<file path="config.mk">
export PLATFORM = sky130hd
export DESIGN_NAME = mem_arbiter
export DESIGN_NICKNAME = d
export VERILOG_FILES = /design/src/rtl/mem_arbiter.sv
export SDC_FILE = /design/constraint.sdc
export NUM_CORES = 1
export LEC_CHECK = 0
export CAP_MARGIN = 20
export CORE_ASPECT_RATIO = 0.8
export CORE_MARGIN = 1.5
export CORE_UTILIZATION = 30
export DETAILED_ROUTE_END_ITERATION = 8
export PLACE_DENSITY = 0.73
export SYNTH_ARGS = -nofsm -noshare
export SYNTH_HDL_FRONTEND = slang
export SYNTH_SLANG_ARGS = --single-unit
</file>
<file path="constraint.sdc">
create_clock -name clk -period 1.67 [get_ports clk]
set_clock_uncertainty 0.2 [all_clocks]
set_input_delay 0.334 -clock clk [delete_from_list [all_inputs] [get_ports clk]]
set_output_delay 0.334 -clock clk [all_outputs]
set_load 0.1 [all_outputs]
</file>
<file path="src/rtl/mem_arbiter.sv">
// mem_arbiter: two-requester (I-cache fill, D-cache fill/writeback) arbiter in
// front of a single-ported main memory. D normally wins a tie. After
// STARVE_MAX consecutive D grants with I waiting, the next tie goes to I.
// Each transfer walks IDLE -> *_XFER -> ACK -> IDLE. All outputs come straight
// from registers.

module mem_arbiter #(
    parameter int ADDR_W     = 14,
    parameter int LINE_W     = 64,
    parameter int STARVE_MAX = 3
) (
    input  logic              clk,
    input  logic              rst,
    input  logic              i_re,
    input  logic [ADDR_W-1:0] i_addr,
    input  logic              d_re,
    input  logic              d_we,
    input  logic [ADDR_W-1:0] d_addr,
    input  logic [LINE_W-1:0] d_wdata,
    output logic              i_ack,
    output logic              d_ack,
    output logic [LINE_W-1:0] rd_data,
    output logic              m_re,
    output logic              m_we,
    output logic [ADDR_W-1:0] m_addr,
    output logic [LINE_W-1:0] m_wdata,
    input  logic [LINE_W-1:0] m_rdata,
    input  logic              m_rdy,
    output logic              busy
);

    // Starvation counter width: at least 2 bits, wide enough to hold STARVE_MAX.
    localparam int CNT_RAW = $clog2(STARVE_MAX + 1);
    localparam int CNT_W   = (CNT_RAW < 2) ? 2 : CNT_RAW;
    localparam logic [CNT_W-1:0] STARVE_LIM = CNT_W'(STARVE_MAX);
    localparam logic [CNT_W-1:0] CNT_ONE    = CNT_W'(1);
    localparam logic [CNT_W-1:0] CNT_ZERO   = CNT_W'(0);

    typedef enum logic [1:0] {
        IDLE   = 2'd0,
        I_XFER = 2'd1,
        D_XFER = 2'd2,
        ACK    = 2'd3
    } state_t;

    state_t            r_state;
    logic [CNT_W-1:0]  r_starve_cnt;
    logic              r_owner;      // 0 = I, 1 = D
    logic              r_op;         // 0 = read, 1 = write
    logic [ADDR_W-1:0] r_addr;
    logic [LINE_W-1:0] r_wdata;
    logic [LINE_W-1:0] r_rd_data;
    logic              r_m_re;
    logic              r_m_we;
    logic              r_i_ack;
    logic              r_d_ack;
    logic              r_busy;

    logic              w_d_req;
    logic              w_starved;
    logic              w_grant_i;
    logic              w_grant_d;
    logic [CNT_W-1:0]  w_starve_nxt;

    // Tie-break: D wins unless I has already waited through STARVE_MAX D grants.
    assign w_d_req   = d_re | d_we;
    assign w_starved = (r_starve_cnt == STARVE_LIM);
    assign w_grant_i = i_re & (~w_d_req | w_starved);
    assign w_grant_d = w_d_req & ~w_grant_i;

    // Next starvation count: clear on an I grant, count D grants that made I wait, saturate.
    always_comb begin
        w_starve_nxt = r_starve_cnt;
        if (w_grant_i) begin
            w_starve_nxt = CNT_ZERO;
        end else if (w_grant_d && i_re && (r_starve_cnt != STARVE_LIM)) begin
            w_starve_nxt = r_starve_cnt + CNT_ONE;
        end else begin
            w_starve_nxt = r_starve_cnt;
        end
    end

    // Arbitration FSM: grants from IDLE, holds strobes until m_rdy, then a one-cycle ack.
    always_ff @(posedge clk) begin
        if (rst) begin
            r_state      <= IDLE;
            r_starve_cnt <= CNT_ZERO;
            r_owner      <= 1'b0;
            r_op         <= 1'b0;
            r_addr       <= {ADDR_W{1'b0}};
            r_wdata      <= {LINE_W{1'b0}};
            r_rd_data    <= {LINE_W{1'b0}};
            r_m_re       <= 1'b0;
            r_m_we       <= 1'b0;
            r_i_ack      <= 1'b0;
            r_d_ack      <= 1'b0;
            r_busy       <= 1'b0;
        end else begin
            case (r_state)
                IDLE: begin
                    r_i_ack      <= 1'b0;
                    r_d_ack      <= 1'b0;
                    r_starve_cnt <= w_starve_nxt;
                    if (w_grant_i) begin
                        r_state <= I_XFER;
                        r_owner <= 1'b0;
                        r_op    <= 1'b0;
                        r_addr  <= i_addr;
                        r_m_re  <= 1'b1;
                        r_m_we  <= 1'b0;
                        r_busy  <= 1'b1;
                    end else if (w_grant_d) begin
                        // A writeback wins over a fill when both are raised together.
                        r_state <= D_XFER;
                        r_owner <= 1'b1;
                        r_op    <= d_we;
                        r_addr  <= d_addr;
                        r_wdata <= d_wdata;
                        r_m_re  <= ~d_we;
                        r_m_we  <= d_we;
                        r_busy  <= 1'b1;
                    end else begin
                        r_state <= IDLE;
                        r_m_re  <= 1'b0;
                        r_m_we  <= 1'b0;
                        r_busy  <= 1'b0;
                    end
                end
                I_XFER, D_XFER: begin
                    // Requester inputs are ignored here; address, data and strobe stay latched.
                    if (m_rdy) begin
                        r_state   <= ACK;
                        r_rd_data <= m_rdata;
                        r_m_re    <= 1'b0;
                        r_m_we    <= 1'b0;
                        r_i_ack   <= ~r_owner;
                        r_d_ack   <= r_owner;
                    end else begin
                        r_state <= r_state;
                        r_m_re  <= r_m_re;
                        r_m_we  <= r_m_we;
                    end
                end
                ACK: begin
                    // m_rdy is ignored; always return to IDLE so new requests get a fresh decision.
                    r_state <= IDLE;
                    r_i_ack <= 1'b0;
                    r_d_ack <= 1'b0;
                    r_busy  <= 1'b0;
                end
                default: begin
                    r_state <= IDLE;
                    r_m_re  <= 1'b0;
                    r_m_we  <= 1'b0;
                    r_i_ack <= 1'b0;
                    r_d_ack <= 1'b0;
                    r_busy  <= 1'b0;
                end
            endcase
        end
    end

    assign i_ack   = r_i_ack;
    assign d_ack   = r_d_ack;
    assign rd_data = r_rd_data;
    assign m_re    = r_m_re;
    assign m_we    = r_m_we;
    assign m_addr  = r_addr;
    assign m_wdata = r_wdata;
    assign busy    = r_busy;

endmodule

</file>
After elaboration in Yosys (flattened, before gate mapping)
Index checks and enable logic that the tools add are counted.
{"block": "word_totals", "ff_bits": 152, "in_bits": 162, "out_inout_bits": 147, "word_cells": 64}
{"block": "op_classes", "add_sub_neg": 1, "eq_ne": 6, "n_mux": 24, "bitwise_logic": 8, "reduce_logical": 14}
{"operator": "14-bit two-way mux", "n": 2}
{"operator": "1-bit two-way mux", "n": 11}
{"operator": "2-bit two-way mux", "n": 5}
{"operator": "1-bit case mux with 2 select lines", "n": 5}
{"operator": "2-bit AND reduction", "n": 4}
{"operator": "2-bit nonzero test", "n": 4}
{"operator": "2-bit == test, second input constant", "n": 3}
{"operator": "2-bit case mux with 3 select lines", "n": 1}
{"operator": "2-bit inequality test, second input constant", "n": 2}
{"operator": "1-bit inverter", "n": 4}
{"operator": "2-bit OR reduction", "n": 2}
{"operator": "3-bit AND reduction", "n": 1}
{"operator": "2-bit by 1-bit adder with 2-bit output, second input constant", "n": 1}
{"operator": "1-bit AND", "n": 2}
{"operator": "2-bit by 1-bit == test with 1-bit output, second input constant", "n": 1}
{"operator": "1-bit logical AND", "n": 2}
{"operator": "2-bit logical NOT", "n": 1}
{"operator": "1-bit bitwise OR", "n": 2}

Logic depth before layout (Yosys ltp)
Gate-level depths: netlist of the first run.
{"block": "depth", "ltp_word": 10, "depth_mapped": 7}

Worst setup path after synthesis of the first run
Ideal clock, no wire load.
{"block": "synth_path", "kind": "register -> register", "startpoint": "reg r_state[0]", "endpoint": "reg r_rd_data[23] (netlist: rd_data[23])", "setup_ns": 0.070, "t_arrival_ns": 1.379, "required_ns": 1.400, "path_slack_ns": 0.021, "stages_incl_launch_ff": 8, "n_path_buf": 2, "period_less_slack_ns": 1.649, "path_cell_list": "dfxtp_1 > inv_1 > ha_1 > nand2_1 > buf_2 > buf_2 > nand2_1 > a21oi_1"}
{"block": "synth_via", "elab_chain_cells": 3, "word_cells_on_any_way": 4, "classes_between": "eq/ne (2); reduce/logical (2)"}
{"element": "start, declared", "line_no": "46", "source": "state_t r_state;"}
{"element": "start signal, assigned", "line_no": "139", "source": "r_state <= r_state;"}
{"element": "2-bit by 1-bit == test with 1-bit output / 2-bit == test (equally long branches)", "line_no": "99", "source": "case (r_state)"}
{"element": "2-bit OR reduction *", "line_no": "99"}
{"element": "2-bit AND reduction (no line) *"}
{"element": "end signal, assigned", "line_no": "92", "source": "r_rd_data <= {LINE_W{1'b0}};"}
{"element": "end signal, assigned", "line_no": "133", "source": "r_rd_data <= m_rdata;"}
{"element": "end, declared", "line_no": "52", "source": "logic [LINE_W-1:0] r_rd_data;"}
Mark *: on every way between the ends. The rest lies on a longest branch, timed or not.
A chain may end at the register's enable or synchronous reset.

Worst setup path after layout of the first run
{"block": "layout_path", "startpoint": "reg r_starve_cnt[0]", "endpoint": "reg r_wdata[8] (netlist: m_wdata[8])"}
{"block": "layout_via", "elab_chain_cells": 6}
{"element": "start, declared", "line_no": "47", "source": "logic [CNT_W-1:0] r_starve_cnt;"}
{"element": "start signal, assigned", "line_no": "103", "source": "r_starve_cnt <= w_starve_nxt;"}
{"element": "2-bit == test *", "line_no": "67", "source": "assign w_starved = (r_starve_cnt == STARVE_LIM);"}
{"element": "1-bit bitwise OR *", "line_no": "68", "source": "assign w_grant_i = i_re & (~w_d_req | w_starved);"}
{"element": "1-bit AND *", "line_no": "68"}
{"element": "1-bit inverter (no line) *"}
{"element": "1-bit AND", "line_no": "69", "source": "assign w_grant_d = w_d_req & ~w_grant_i;"}
{"element": "3-bit AND reduction (no line) *"}
{"element": "end signal, assigned", "line_no": "91", "source": "r_wdata <= {LINE_W{1'b0}};"}
{"element": "end signal, assigned", "line_no": "118", "source": "r_wdata <= d_wdata;"}
{"element": "end, declared", "line_no": "51", "source": "logic [LINE_W-1:0] r_wdata;"}
Marked as above.

==> impl.org, run 1 <==
** Critical path
- Worst-path maximum fanout :: 11
- STA classifies the critical path startpoint as a register.
- The critical path is of the reg2reg type.
- Crit path required time :: 1.76 ns
- Signal arrival time at the worst endpoint :: 1.74 ns
- The worst setup path is captured at a register.

** Worst hold path
- In this run the worst hold path is classified as in2reg.

** Outcome
- The run finished with clean final reports.

** Timing
- Final hold analysis gives a worst-case slack of 0.252 ns.
- Final Hold Fails :: 0
- Final slew viol count :: 0
- Time the final worst path needs with I/O delays and setup :: 1.65 ns
- Sum of negative setup slack :: 0 ns
- Setup violations remaining at the end of the flow were counted as 0.
- Max-Slew Margin vs Limit :: 80.9%
- For the pin with the worst max-slew slack, the measured transition is 0.286 ns.
- RSZ-0062 raised after global routing :: yes
- Derived from the worst setup path, the maximum achievable clock frequency is 0.607 GHz.
- Of the available clock period, the critical path in the final layout requires 98.6%.
- After layout, the worst setup slack is 0.0233 ns.

** Global routing
- Met1 track utilization from global routing :: 23.6%
- GRT Overall Usage :: 19.8%
- Pin count of the biggest net entering global routing :: 61
- The first global-routing pass estimated 32000 um of wire.
- GRT Residual Overflow :: 0
- Antenna violations before repair :: 0
- Routing usage on met2 :: 32.8%
- Most heavily used metal layer in global routing :: met2
- Via count of the first global-routing pass :: 5941
- Grt met3 use :: 7.38%

** Detailed routing
- Final wirelength :: 22000 um
- Pre-Repair DR Iteration Count :: 6
- Via count of the routed design :: 6327
- Remaining design rule violation count :: 0
- The detailed router finished its first iteration with 423 violations.
- DRT antenna net count :: 0
- In the final routed layout, each cell accounts on average for 17.0 um.
- Dividing the detail-routed via count by the number of cells gives 4.89.

** Synthesis
- In the synthesized netlist the dominant register cell turns out to be dfxtp_1.
- After Yosys synthesis, full adders, half adders and majority gates account for 0.642% of the synthesized area.
- Simple-gate share of the synthesized area :: 17.6%
- Part of the Yosys area used for sequential elements :: 52.0%
- Cell type contributing the most total cell area after synthesis :: dfxtp_1
- Area fraction of the dominant cell type after synthesis :: 52.0%
- Most frequent cell after synthesis :: dfxtp_1
- After synthesis, the largest family of logic cells by area is compound AO/OA/AOI/OAI gates.
- Number of enable flip-flop cells after synthesis :: 0
- Counting flops and latches in the post-synthesis netlist gives 152.
- Multiplexer area fraction after synthesis :: 0.171%
- The synthesized netlist contains 33 unique library cells.
- The cell area that synthesis handed to floorplanning was 5850 um^2.
- In the synthesized netlist the async set-or-reset flop fraction comes to 0%.
- Area fraction in compound gates after synthesis :: 22.6%
- Commonest cells in the synthesized netlist :: dfxtp_1 (152), a21oi_1 (137), nand2_1 (137)
- The Yosys step of the flow raised 0 warnings.
- After synthesis, the mean cell area works out to 8.24 um^2.
- Post-synth net total :: 875
- The synthesized netlist devotes 0% of its cell area to XOR and XNOR gates.
- Synthesis produced a netlist whose cell count is 710.
- By area the synthesized netlist is led by dfxtp_1 (52%), a21oi_1 (12%), nand2_1 (8.8%), nand3_1 (6.8%), o21ai_0 (5.6%).

** Cells and area
- Core utilization of the finished layout :: 62.7%
- Summing all multi-input logic gate instances after layout gives 2590 um^2.
- Post-layout nets :: 1188
- Area of all placed cells without fillers :: 11900 um^2
- The post-route netlist has 27.3% of its cells at a drive strength greater than 1.
- Filler cell count :: 1557
- Summing all flip-flop and latch instances after layout gives 3050 um^2.
- Inserted Diodes :: 0
- Relative to the synthesized area, the layout overhead comes to 104%.

** Clocking
- The H-tree was split into 4 levels.
- For the worst-skew pair, the clock arrives at the later sink with an insertion delay of 0.41 ns.
- The root buffer cell chosen for the clock tree is clkbuf_16.
- TritonCTS clock tree :: built
- Buffers inserted during clock tree synthesis total 17.
- Number of clock sinks :: 152
- Bufs on Longest Clock Path :: 2
- Clock-pin slew was measured on the worst setup and hold paths at 0.07 ns.

** Place
- Pre-CTS worst setup slack :: -0.371 ns
- Placement-stage cell area :: 10800 um^2
- Port-buffer cells :: 308
- DP Wirelength :: 14200 um
- The congestion estimate from routability-driven global placement came to 0.778.

** Pwr
- Summed over all cells, the static leakage comes to 0.00450 uW.
- Power density over the cells :: 2060 nW/um^2
- Peak VDD IR :: 0.969 mV

** Job
- Count of maximum capacitance violations :: 0

** Floorplanning
- The floorplan has 45 rows.
- Die X :: 159 um
- The floorplan step defined a die boundary enclosing 20400 um^2.
- 309 I/O pins were placed.
- Die Span Y :: 128 um
- For this configuration, the core starts out at a cell density of 30.7%.
- In this run the standard cell core region covers 19000 um^2.
-- cell type report --
class / count / area share (%)
Clock inverter: 13 / 1.22
Sequential cell: 152 / 25.5
Timing Repair Buffer: 362 / 45.0
Clock buffer: 18 / 3.59
Inverter: 7 / 0.220
Multi-Input combinational cell: 483 / 21.7
Tap cell: 258 / 2.70
-- logic make-up (layout without fill, tap and decap cells) --
family                   Yosys count  count (layout)
AO/OA/AOI/OAI                    237             237
adder cells (fa/ha/maj)            3               3
buffers and inverters             75             400
flip-flops                       152             152
multiplexers                       1               1
AND/OR/NAND/NOR                  242             242
-- power by group --
group	internal [uW]	switching, uW	total, uW
Sequential	4600	993	5590
Clock	2210	1590	3790
Combinational	5550	9700	15200
Total	12400	12300	24600
-- cells in the final DEF (no fill, tap or decap), types with 3 or more instances in the layout --
cell type and count:
inv_6 4, o21ai_2 23, buf_4 22, nor3_1 3
buf_6 5, inv_1 4, a21oi_2 7, dfxtp_2 4
dfxtp_1 148, nand3_1 79, clkinvlp_4 3, buf_12 163
a311oi_1 12, clkdlybuf4s50_1 159, nor2_1 16, o21ai_1 32
a21oi_1 130, o21ai_0 20, nand2_1 134, clkbuf_16 27
-- worst paths after layout --
check,to,slack (ns),start,cells after the start
worst min register to register,i_ack,0.27,r_owner,1
worst max-delay path,m_wdata[8],0.02,r_starve_cnt[0],7
worst min-delay path,rd_data[16],0.25,m_rdata[16],3
worst max register to register,m_wdata[8],0.02,r_starve_cnt[0],7
-- through the flow --
stage / std cells / power, uW
finish: 1293 / 24600
global route: 1293 / 25600
CTS: 1273 / 23900
detailed placement: 1240 / 20000
global placement: 1240 / 19900
floorplan: 710 / 14300
-- registers in the layout, indices dropped and copies added, names as in the netlist --
| register | flops |
|---|---|
| m_addr | 14 |
| d_ack | 1 |
| m_wdata | 64 |
| m_re | 1 |
| r_state | 2 |
| rd_data | 64 |
| r_starve_cnt | 2 |
| r_owner | 1 |
| m_we | 1 |
| i_ack | 1 |
| busy | 1 |
-- repair_timing --
action	4_1_cts	5_1_grt
pin swaps	0	6
hold buffers	1	0
hold endpoints to repair	4	0
buffers inserted	0	6
setup endpoints to repair	62	104
gates resized for setup	5	90
cloned	1	14
-- worst max-delay path, cell delays in order (launching register included) --
cell	delay, ns
dfxtp_2	0.34
ha_4	0.17
buf_4	0.14
o2bb2ai_4	0.13
buf_12	0.16
buf_12	0.15
o21ai_0	0.14
a21oi_1	0.09
-- routing by layer --
metal	routed length [um]	vias up
met2	10600	261
met4	434	0
met3	1750	30
met5	0	-
met1	9210	2953
li1	-	3083
Power figures use the tool's default switching activity.
==> inputs of run 2 (changes only) <==
--- a/config.mk
+++ b/config.mk
@@ -5,6 +5,7 @@
 export SDC_FILE = /design/constraint.sdc
 export NUM_CORES = 1
 export LEC_CHECK = 0
+export ABC_AREA = 1
 export CAP_MARGIN = 20
 export CORE_ASPECT_RATIO = 0.8
 export CORE_MARGIN = 1.5
==> run 2 against run 1 <==
The flow now finishes with violations (setup timing). First-iteration DRC count is 7.1% lower. Sequential share of layout area is 0.47 points lower. Synthesized cell count is 23% higher. Via count is 2.7% higher. Sequential cell count stayed put. Register-to-register slack worse by 0.096 ns. Global-route usage is 1.8 points lower. Final area is 1.9% higher. Highest routed layer unchanged. Synthesized area is 2.5% higher. Clock-buffer cell count is 1 higher. Maximum frequency is 5.5% lower.
==> impl.org, run 2 <==
** Outcome
- Status :: complete, but fails checks
- Violations in the final reports :: setup timing

** Place
- Detailed placement finished with a half-perimeter wire length of 14400 um.
- OpenSTA, run right after detailed placement, puts the worst setup slack at -0.336 ns.
- Routability cong. :: 0.863
- Summing all placed instances gives a cell area of 11100 um^2.
- During placement, the flow inserted port buffers numbering 308.

** Worst hold path
- Number of cells on the worst hold path :: 6
- Worst hold path endpoint :: m_re
- Hold path startpoint :: d_we
- The path class of the tightest hold or removal check is in2reg.

** Detailed routing
- Total met2 wirelength after detailed routing :: 9930 um
- Mean number of vias per cell :: 4.37
- In this run the remaining antenna-violating nets after routing total 0.
- After detailed routing, the average wire length per cell comes to 13.7 um.
- Via count of the routed design :: 6496
- Final wirelength :: 20300 um
- After detailed routing, the number of remaining DRC violations is 0.
- Detail Route met3 WL :: 1950 um
- For this block, the initial DRC count from the detailed router was 393.
- Pre-Repair DR Iteration Count :: 5
- Met1 wire length :: 8140 um
- The highest layer touched by signal routing is met4.

** Synthesis
- Counting flops with an async set or reset pin after synthesis yields a share of 0%.
- The most common cell in the synthesized netlist is nor2_1.
- Leading register cell type out of synthesis :: dfxtp_1
- After synthesis the cells add up to 5990 um^2.
- Synthesis Warnings :: 0
- Post-synth net total :: 1040
- Avg Cell Area, Syn :: 6.85 um^2
- Counting every instance in the synthesized netlist gives 875.
- Part of the Yosys area used for sequential elements :: 50.8%
- Summed over its instances, the top area cell type makes up 50.8% of the synthesized netlist area.
- Summed over all instances, the cell type with the most area after synthesis is dfxtp_1.
- Number of synthesized register bits :: 152
- Number of enable flip-flop cells after synthesis :: 0
- After synthesis, the cell types taking the most area are dfxtp_1 (51%), nor2_1 (16%), nand2_1 (11%), inv_1 (6.6%), o21ai_0 (5.4%).
- Commonest cells in the synthesized netlist :: nor2_1 (261), nand2_1 (178), dfxtp_1 (152)
- Netlist cell types :: 18

** Timing
- Headroom to the max-slew limit came out at 75.5%.
- Setup repair after global routing could not meet its margin everywhere.
- Setup violations, final :: 3
- Smallest hold slack :: 0.179 ns
- Time the final worst path needs with I/O delays and setup :: 1.74 ns
- Least-Margin Pin Slew :: 0.366 ns
- Setup slack of the critical path after layout :: -0.0724 ns
- Timing would allow up to 0.574 GHz.
- Final Hold Fails :: 0
- Final period utilization :: 104%
- The final number of max-transition violations is 0.

** Global routing
- GRT Residual Overflow :: 0
- First-pass GRT wire length :: 29600 um
- Via count of the first global-routing pass :: 6008
- Pin count of the biggest net entering global routing :: 56
- Across every metal layer, demand over resource in global routing totals 18.0%.
- Antenna violations before repair :: 0

** Clocking
- Hold repair after CTS inserted 0 buffers.
- After clock tree synthesis, the clock-pin slew on the worst setup and hold paths is 0.07 ns.
- CTS buffer count :: 17
- The H-tree was split into 4 levels.
- Bufs on Longest Clock Path :: 2
- Number of clock sinks :: 152
- The tree is rooted in a clkbuf_16.
- TritonCTS built the clock tree.
- Clock latency on the worst-skew pair :: 0.40 ns

** Floorplanning
- Core area :: 19700 um^2
- Die X :: 161 um
- The initial utilization of the core area, before any placement, comes to 30.4%.
- Die Span Y :: 129 um
- Die outline area :: 20800 um^2
- Number of cell rows :: 46
- Count of boundary I/O pins :: 309

** Critical path
- Class of the most critical setup path :: reg2reg
- In this run the critical register-to-register path is launched from r_starve_cnt[1].
- Crit path required time :: 1.80 ns
- The worst register-to-register path has a depth of 10.
- Type of destination of the critical path :: register
- R2R Path End :: m_wdata[0]
- Worst-path maximum fanout :: 5
- Signal arrival time at the worst endpoint :: 1.87 ns
- The setup check on the worst reg-to-reg path leaves a slack of -0.07 ns.
- Startpoint type of the worst setup path :: register

** Cells and area
- Compared with the post-synthesis result, the final layout area differs by 103%.
- Inserted Diodes :: 0
- The library cell used most frequently in the layout, excluding fill and tap cells, is nor2_1.
- Post-layout nets :: 1374
- The library cells used most frequently in the layout, excluding fill and tap cells, are nor2_1 (236), nand2_1 (161), clkdlybuf4s50_1 (160), buf_12 (160), dfxtp_1 (150).
- Fraction of layout instances using a drive strength above 1 :: 23.9%
- After routing the design area is 12200 um^2.

** Job
- Across the run, the number of max-cap violations was 0.
[run 2: changes by cell type after synthesis, sizes merged, moves of 3 or more]
cell,delta
buf,-12
clkbuf,-6
a311oi,-12
nand2,+42
a21oi,-113
nor3,-3
o21ai,-9
inv,+100
nand3,-49
nor2,+246
[run 2: repair_timing]
action	in CTS	in global routing
setup endpoints to repair	69	96
cloned	1	8
gates resized for setup	5	71
setup buffers	1	6
pin swaps	1	7
[run 2: worst max-delay path by stage]
stage / cells after the start / to / slack (ns) / startpoint
floorplan: 7 / rd_data[57] / 0.001 / r_state[0]
global placement: 8 / m_addr[9] / -0.29 / d_we
detailed placement: 8 / m_addr[10] / -0.34 / d_we
CTS: 7 / rd_data[22] / 0.005 / r_state[0]
global route: 10 / m_wdata[0] / -0.13 / r_starve_cnt[1]
finish: 10 / m_wdata[0] / -0.07 / r_starve_cnt[1]
[run 2: final cells by class]
type	count	area (um^2)
Clock buffer	19	443
Fill cell	1599	7520
Timing Repair Buffer	365	5340
Sequential cell	152	3050
Multi-Input combinational cell	567	2480
Clock inverter	12	116
Tap cell	264	330
Inverter	106	402
[run 2: cell families (layout without fill, tap and decap cells)]
| family | count (synthesis) | after routing | share of synthesized area (%) |
|---|---|---|---|
| buffers and inverters | 156 | 502 | 10.4 |
| AO/OA/AOI/OAI | 91 | 91 | 7.72 |
| flip-flops | 152 | 152 | 50.8 |
| AND/OR/NAND/NOR | 473 | 473 | 30.4 |
| adder cells (fa/ha/maj) | 3 | 3 | 0.626 |
[run 2: metrics by stage]
stage | setup TNS [ns] | instances | util (%)
after floorplan | 0 | 875 | -
after detailed placement | -36.64 | 1439 | 56.4
final | -0.122 | 1485 | 61.8
after CTS | 0 | 1472 | 59.5
after global placement | -35.13 | 1439 | 56.4
after global routing | -2.66 | 1485 | 61.8
[run 2: metal layers]
metal / vias to the layer above / global-route usage (%)
met3: 21 / 8.13
met2: 245 / 30.2
li1: 3296 / -
met1: 2934 / 20.8
met4: 0 / 5.17
met5: - / 0
[run 2: critical path: stages, from the launching register on]
cell and delay [ns]:
dfxtp_2 0.36, ha_4 0.14, inv_2 0.05, o21ai_4 0.15, nor2_4 0.06, buf_12 0.14, clkbuf_16 0.16, clkbuf_16 0.15
nand2_1 0.06, nand2_1 0.05, nor2_1 0.15
Power of run 2 is not shown: default switching activity piles up to over one toggle a cycle in this logic, so the estimate is an artifact.
